===== src/rtl/segre_hazard_ctrl.sv =====
// -----------------------------------------------------------------------------
// segre_hazard_ctrl
//   EX-stage hazard controller. A shadow pipe records the producers that are
//   still in flight. From it, and from the instruction in ID, the block works
//   out the bypass selects, the load-use and mul-use stalls, the NOP injection
//   after a taken branch, and the freeze while MEM is stalled.
//
//   Bypass select encoding (bypass_ex_sel_e):
//     0 NO_BYPASS, 1 MEM_BYPASS, 2 WB_BYPASS, 3 MUL_M5_BYPASS
//
// Ports
//   clk_i, rst_i          clock, synchronous active-high reset
//   id_*_i                decoded fields of the instruction held in ID
//   tkbr_i                taken branch/jump resolved in EX
//   mem_stall_i           MEM cannot advance; freezes the whole controller
//   mux_sel_a_o/_b_o      bypass selects for ALU/branch operands a and b
//   mux_sel_load_o        bypass select for store data
//   block_if_id_o         hold IF and ID
//   block_ex_o            hold the ID/EX register
//   inject_nops_o         load a bubble into ID/EX
//   flush_id_o            discard the instruction in ID
//   stall_cnt_o           saturating count of hazard-stall cycles
// -----------------------------------------------------------------------------
module segre_hazard_ctrl #(
  parameter int REG_AW = 5,
  parameter int CNT_W  = 16
) (
  input  logic              clk_i,
  input  logic              rst_i,
  input  logic              id_valid_i,
  input  logic [REG_AW-1:0] id_rs1_addr_i,
  input  logic              id_rs1_used_i,
  input  logic [REG_AW-1:0] id_rs2_addr_i,
  input  logic              id_rs2_used_i,
  input  logic [REG_AW-1:0] id_rd_addr_i,
  input  logic              id_rf_we_i,
  input  logic              id_is_load_i,
  input  logic              id_is_store_i,
  input  logic              id_is_mul_i,
  input  logic              tkbr_i,
  input  logic              mem_stall_i,
  output logic [1:0]        mux_sel_a_o,
  output logic [1:0]        mux_sel_b_o,
  output logic [1:0]        mux_sel_load_o,
  output logic              block_if_id_o,
  output logic              block_ex_o,
  output logic              inject_nops_o,
  output logic              flush_id_o,
  output logic [CNT_W-1:0]  stall_cnt_o
);

  typedef enum logic [1:0] {
    NO_BYPASS     = 2'd0,
    MEM_BYPASS    = 2'd1,
    WB_BYPASS     = 2'd2,
    MUL_M5_BYPASS = 2'd3
  } bypass_ex_sel_e;

  typedef enum logic {
    ST_RUN   = 1'b0,
    ST_FLUSH = 1'b1
  } state_e;

  typedef struct packed {
    logic              valid;
    logic [REG_AW-1:0] rd;
    logic              we;
    logic              is_load;
    logic              is_mul;
  } shadow_t;

  typedef struct packed {
    logic           stall;
    bypass_ex_sel_e sel;
  } sel_res_t;

  // Entry k holds the instruction issued k cycles ago.
  shadow_t [6:1]    r_pipe;
  state_e           r_state;
  logic [CNT_W-1:0] r_stall_cnt;

  state_e   w_state_nxt;
  sel_res_t w_res_a;
  sel_res_t w_res_b;
  sel_res_t w_res_st;
  logic     w_hazard_stall;
  logic     w_issue;
  logic     w_cnt_inc;

  // Scan from oldest to youngest so the youngest matching producer wins.
  // store_data marks the store-data path, which has no M5 bypass port.
  function automatic sel_res_t resolve(input shadow_t [6:1]    pipe,
                                       input logic [REG_AW-1:0] src,
                                       input logic              used,
                                       input logic              store_data);
    sel_res_t res;
    res.stall = 1'b0;
    res.sel   = NO_BYPASS;
    for (int k = 6; k >= 1; k--) begin
      if (pipe[k[2:0]].valid && pipe[k[2:0]].we && (pipe[k[2:0]].rd == src) &&
          (src != '0) && used) begin
        res.stall = 1'b0;
        res.sel   = NO_BYPASS;
        if (pipe[k[2:0]].is_mul) begin
          // Multiplier result exists only from M5 onwards.
          if (k <= 3)      res.stall = 1'b1;
          else if (k == 4) begin
            if (store_data) res.stall = 1'b1;
            else            res.sel   = MUL_M5_BYPASS;
          end
          else if (k == 5) res.sel = WB_BYPASS;
        end else begin
          if (k == 1) begin
            if (pipe[k[2:0]].is_load) res.stall = 1'b1;
            else                      res.sel   = MEM_BYPASS;
          end
          else if (k == 2) res.sel = WB_BYPASS;
        end
      end
    end
    return res;
  endfunction

  always_comb begin
    w_res_a  = resolve(r_pipe, id_rs1_addr_i, id_rs1_used_i, 1'b0);
    w_res_b  = resolve(r_pipe, id_rs2_addr_i, id_rs2_used_i & ~id_is_store_i, 1'b0);
    w_res_st = resolve(r_pipe, id_rs2_addr_i, id_rs2_used_i & id_is_store_i, 1'b1);
  end

  assign w_hazard_stall = id_valid_i & (w_res_a.stall | w_res_b.stall | w_res_st.stall);

  // Selects are meaningless while stalling or in reset; park them on NO_BYPASS.
  always_comb begin
    mux_sel_a_o    = NO_BYPASS;
    mux_sel_b_o    = NO_BYPASS;
    mux_sel_load_o = NO_BYPASS;
    if (!rst_i && !w_hazard_stall) begin
      mux_sel_a_o    = w_res_a.sel;
      mux_sel_b_o    = w_res_b.sel;
      mux_sel_load_o = w_res_st.sel;
    end
  end

  // Next state and control outputs; priority freeze > flush > stall > issue.
  always_comb begin
    // NOTE: every output of this block gets a default first so no path leaves
    // one unassigned, which would infer a latch.
    w_state_nxt   = r_state;
    block_if_id_o = 1'b0;
    block_ex_o    = 1'b0;
    inject_nops_o = 1'b0;
    flush_id_o    = 1'b0;
    w_issue       = 1'b0;
    w_cnt_inc     = 1'b0;
    if (rst_i) begin
      inject_nops_o = 1'b1;
      w_state_nxt   = ST_RUN;
    end else if (mem_stall_i) begin
      block_if_id_o = 1'b1;
      block_ex_o    = 1'b1;
    end else if ((r_state == ST_FLUSH) || tkbr_i) begin
      // tkbr_i is ignored in FLUSH: the flush always lasts exactly two cycles.
      flush_id_o    = 1'b1;
      inject_nops_o = 1'b1;
      w_state_nxt   = (r_state == ST_RUN) ? ST_FLUSH : ST_RUN;
    end else if (w_hazard_stall) begin
      block_if_id_o = 1'b1;
      inject_nops_o = 1'b1;
      w_cnt_inc     = 1'b1;
    end else begin
      inject_nops_o = ~id_valid_i;
      w_issue       = id_valid_i;
    end
  end

  always_ff @(posedge clk_i) begin
    // NOTE: state is updated with non-blocking assignments so every register
    // samples the pre-edge values, independent of statement order.
    if (rst_i) begin
      r_pipe      <= '0;
      r_state     <= ST_RUN;
      r_stall_cnt <= '0;
    end else if (!mem_stall_i) begin
      r_pipe[6:2] <= r_pipe[5:1];
      if (w_issue) begin
        r_pipe[1] <= '{valid: 1'b1, rd: id_rd_addr_i, we: id_rf_we_i,
                       is_load: id_is_load_i, is_mul: id_is_mul_i};
      end else begin
        r_pipe[1] <= '0;
      end
      r_state <= w_state_nxt;
      if (w_cnt_inc && (r_stall_cnt != '1)) begin
        r_stall_cnt <= r_stall_cnt + 1'b1;
      end
    end
  end

  assign stall_cnt_o = r_stall_cnt;

endmodule


===== config.mk =====
export PLATFORM = sky130hd
export DESIGN_NAME = segre_hazard_ctrl
export DESIGN_NICKNAME = d
export VERILOG_FILES = /design/src/rtl/segre_hazard_ctrl.sv
export SDC_FILE = /design/constraint.sdc
export NUM_CORES = 1
export LEC_CHECK = 0
export CORE_ASPECT_RATIO = 0.6
export CORE_UTILIZATION = 53
export DETAILED_ROUTE_END_ITERATION = 8
export GPL_ROUTABILITY_DRIVEN = 0
export HOLD_SLACK_MARGIN = 0.12
export PLACE_DENSITY = 0.78
export SETUP_SLACK_MARGIN = 0.05
export SYNTH_ARGS = -nofsm -noshare
export SYNTH_HDL_FRONTEND = slang
export SYNTH_SLANG_ARGS = --single-unit

===== constraint.sdc =====
create_clock -name clk_i -period 4.6 [get_ports clk_i]
set_clock_uncertainty 0.1 [all_clocks]
set_input_delay 0.69 -clock clk_i [delete_from_list [all_inputs] [get_ports clk_i]]
set_output_delay 0.69 -clock clk_i [all_outputs]
set_load 0.01 [all_outputs]

==> out/summary.txt <==
Cells after Synth - 366
status - complete, no violations
first-pass GRT wire length - 15.1 mm
Clock transition at path regs - 70 ps
clock share of power - 44.9%
number of diodes - 0
antenna violations before repair - 0
Die H - 63.5 um
fillers - 475
Worst-Skew Late Latency - 340 ps
CTS H-tree lvls - 3
flops & latches, synth - 58
RR Startpoint - r_pipe[16]
crit share post-route - 97.1%
max-cap viol count - 0
Seq/Total Area, Yosys - 34.8%
total power - 1140 uW
NetSw - 260 uW
Root Buffer - clkbuf_8
top_reg_cell synth - dfxtp_1
GRT Overall Usage - 29.3%
hold_buf cts - 0
Final min period - 4470 ps
switch share - 22.8%
area of the multi-input gates - 0.00203 mm2
largest net degree at the start of global routing - 39
CTS tree - built
Min-Delay Path Class - flip-flop to flip-flop
cell taking the most area after synthesis - dfxtp_1
drt first-iter violations - 256
Syn Area/Cell - 9.13 um2
Setup CP Type - primary input to output port
Mapped Nets - 393
CTS Buf Count - 9
CORE AREA - 0.00581 mm2
EDFF count, synth - 0
Ys Warns - 0
register area - 0.00116 mm2
crit path cell chain - clkdlybuf4s50_1 -> buf_4 -> xnor2_1 -> nand4_1 -> or3_2 -> a211o_1 -> a32oi_4 -> and2_4 -> buf_4 -> a21oi_1 -> clkdlybuf4s50_1
# IOs - 52
gr ovfl total - 0
Arr. time, crit path - 3680 ps
reg2reg setup slack - 1420 ps
Via density - 5.90
total power divided by cell area - 270 mW/mm2
CP Depth - 11
Int Power - 883 uW
row cnt - 21
Crit Reg-Reg Endpoint - stall_cnt_o[6]
ys async rst share - 0%
vias in the first global route - 2997
worst reg2reg path depth - 10
f_max - 0.224 GHz
Die ar. - 0.00663 mm2
leakage - 0.00165 uW
HPWL after DPL - 6.85 mm
Vias - 3042
Num Clock Sinks - 58
Seq pwr share - 44.8%
Die X - 104 um
Worst Tran Pin Value - 1030 ps
Antenna Violating Nets Remaining - 0
Synth Cell Area - 0.00334 mm2
startpoint types - primary input
Synth-to-Final Area Change - 26.9%
peak supply drop - 0.000170 V
Port Buffers - 51
# Post-CTS Setup Buffers - 0
DRT Pass-1 Iters - 5
distinct cell type count after synthesis - 59
crit path buf inv count - 4
Hold Path Depth - 1
max_slew headroom - 31.0%
layout net count - 458
CP max-delay cell - clkdlybuf4s50_1
initial core utilization - 57.5%
CTS max path bufs - 2
max-slew violation count - 0
RSZ-0062 raised after global routing - no
Synth top area share - 34.8%
Final Hold Violating Endpoints - 0
Routed WL - 8.84 mm
Comb pwr share - 10.3%
Worst setup EP type - output port
CP delay by family, top - buffers and inverters
crit-path max FO - 11
Hold Crit Start - r_pipe[8]
DRC - 0
CP Data Required Time - 3810 ps
WL/cell - 17.1 um
Synth area leaders - dfxtp_1 35%, xnor2_1 10%, mux2i_1 9.9%
slowest cell delay on critical path - 550 ps
Post-Route Setup TNS - 0 ps
Setup-failing EPs final - 0
ratio of cells with drive above 1 in the final layout - 14.9%
Worst Hold Endpoint - r_pipe[8]
## repair_timing
| item | in CTS | in global routing |
|---|---|---|
| pin swaps | 0 | 0 |
| endpoints found under the setup margin | 5 | 4 |
| gates resized for setup | 4 | 3 |
## routing by layer
layer  share of wire, %  routed length, um  global-route usage [%]  vias to the layer above
li1                   -                  -                       -                     1432
met2                 42               3690                    42.4                      149
met3                9.2                811                    7.45                       10
met5                  0                  0                       0                        -
met4               0.95                 84                    8.57                        0
met1                 48               4250                    42.5                     1451
## cell usage in the layout, fill, tap and decap left out, types with 2 or more instances in the layout
cell type and count:
a2111oi_0 4, a211oi_1 3, a21o_1 4, a21oi_1 14, a22o_1 8, and2_1 2
and3_1 6, buf_2 2, buf_4 27, bufinv_16 2, clkbuf_8 10, clkdlybuf4s50_1 43
clkinv_2 2, dfxtp_1 58, dlygate4sd2_1 4, dlymetal6s2s_1 2, inv_1 7, mux2i_1 33
nand2_1 14, nand3_1 8, nand3b_1 2, nand4_1 11, nor2_1 49, nor2b_1 2
nor3_1 9, nor4_1 5, nor4_2 3, nor4b_1 2, o31ai_1 2, o41ai_1 2
or2_2 2, or3_2 2, or4_1 4, or4b_1 2, xnor2_1 39, xor2_1 18
## stage by stage
stage / worst slack [ps] / instances / hold slack, ps / util [%] / instance area (um2)
final: 131 / 516 / 385 / 73.0 / 4240
after global routing: 63.1 / 516 / 403 / 73.0 / 4240
after CTS: 54.5 / 516 / 384 / 72.7 / 4220
after detailed placement: 5.04 / 500 / 369 / 69.1 / 4010
after global placement: 49.8 / 500 / 368 / 69.1 / 4010
after floorplan: 700 / 366 / 348 / - / 3340
## worst register-to-register path, cell delays in order (launching register included)
cell and delay (ps):
dfxtp_1 480, xnor2_1 160, nand4_1 140, buf_4 160, nor4b_1 400, a211o_1 200
a32oi_4 110, buf_4 190, a2111oi_1 800, a21bo_2 250, a21oi_1 50
## logic make-up after synthesis
| group | count (synthesis) | share of synthesized area [%] |
|---|---|---|
| AO/OA/AOI/OAI | 51 | 12.3 |
| XOR/XNOR | 57 | 14.9 |
| adder cells (fa/ha/maj) | 1 | 0.374 |
| buffers and inverters | 31 | 4.79 |
| flip-flops | 58 | 34.8 |
| multiplexers | 34 | 10.3 |
| AND/OR/NAND/NOR | 134 | 22.5 |
## state kept, by name, indices dropped and copies added (netlist names)
register and flops:
r_pipe 41, stall_cnt_o 16, r_state 1
## cell usage after synthesis, types with 3 or more instances
master / count
inv_1: 7
a21o_1: 4
xnor2_1: 39
and3_1: 6
a22o_1: 8
or4_1: 4
nand3_1: 8
nand4_1: 11
xor2_1: 18
buf_2: 8
mux2i_1: 33
nand2_1: 14
nor3_1: 9
a211oi_1: 3
dfxtp_1: 58
a21oi_1: 14
nor4_2: 4
nor4_1: 5
nor2_1: 49
clkbuf_1: 11
a2111oi_0: 4
## area by class of cell
type                    instances  area share [%]
well taps                      80            2.36
repair buffers                 78            16.6
clock inverters                 5            1.83
inverters                       7           0.620
flip-flops and latches         58            27.4
multi-input cells             277            47.9
clock buffers                  11            3.34
## power by group through the flow
stage / sequential (uW) / clock (uW) / combinational [uW]
finish: 512 / 513 / 118
global placement: 522 / 0 / 114
floorplan: 521 / 0 / 71.3
CTS: 511 / 523 / 117
detailed placement: 522 / 0 / 116
global route: 512 / 548 / 126
## how the worst max path moves through the flow
stage | from | to
floorplan | id_rs2_addr_i[2] | mux_sel_load_o[1]
global placement | id_rs2_addr_i[1] | mux_sel_load_o[1]
detailed placement | id_rs2_addr_i[4] | mux_sel_load_o[1]
CTS | id_rs2_addr_i[1] | mux_sel_b_o[1]
global route | id_rs2_addr_i[3] | inject_nops_o
finish | id_rs2_addr_i[1] | inject_nops_o
Power figures use the tool's default switching activity.
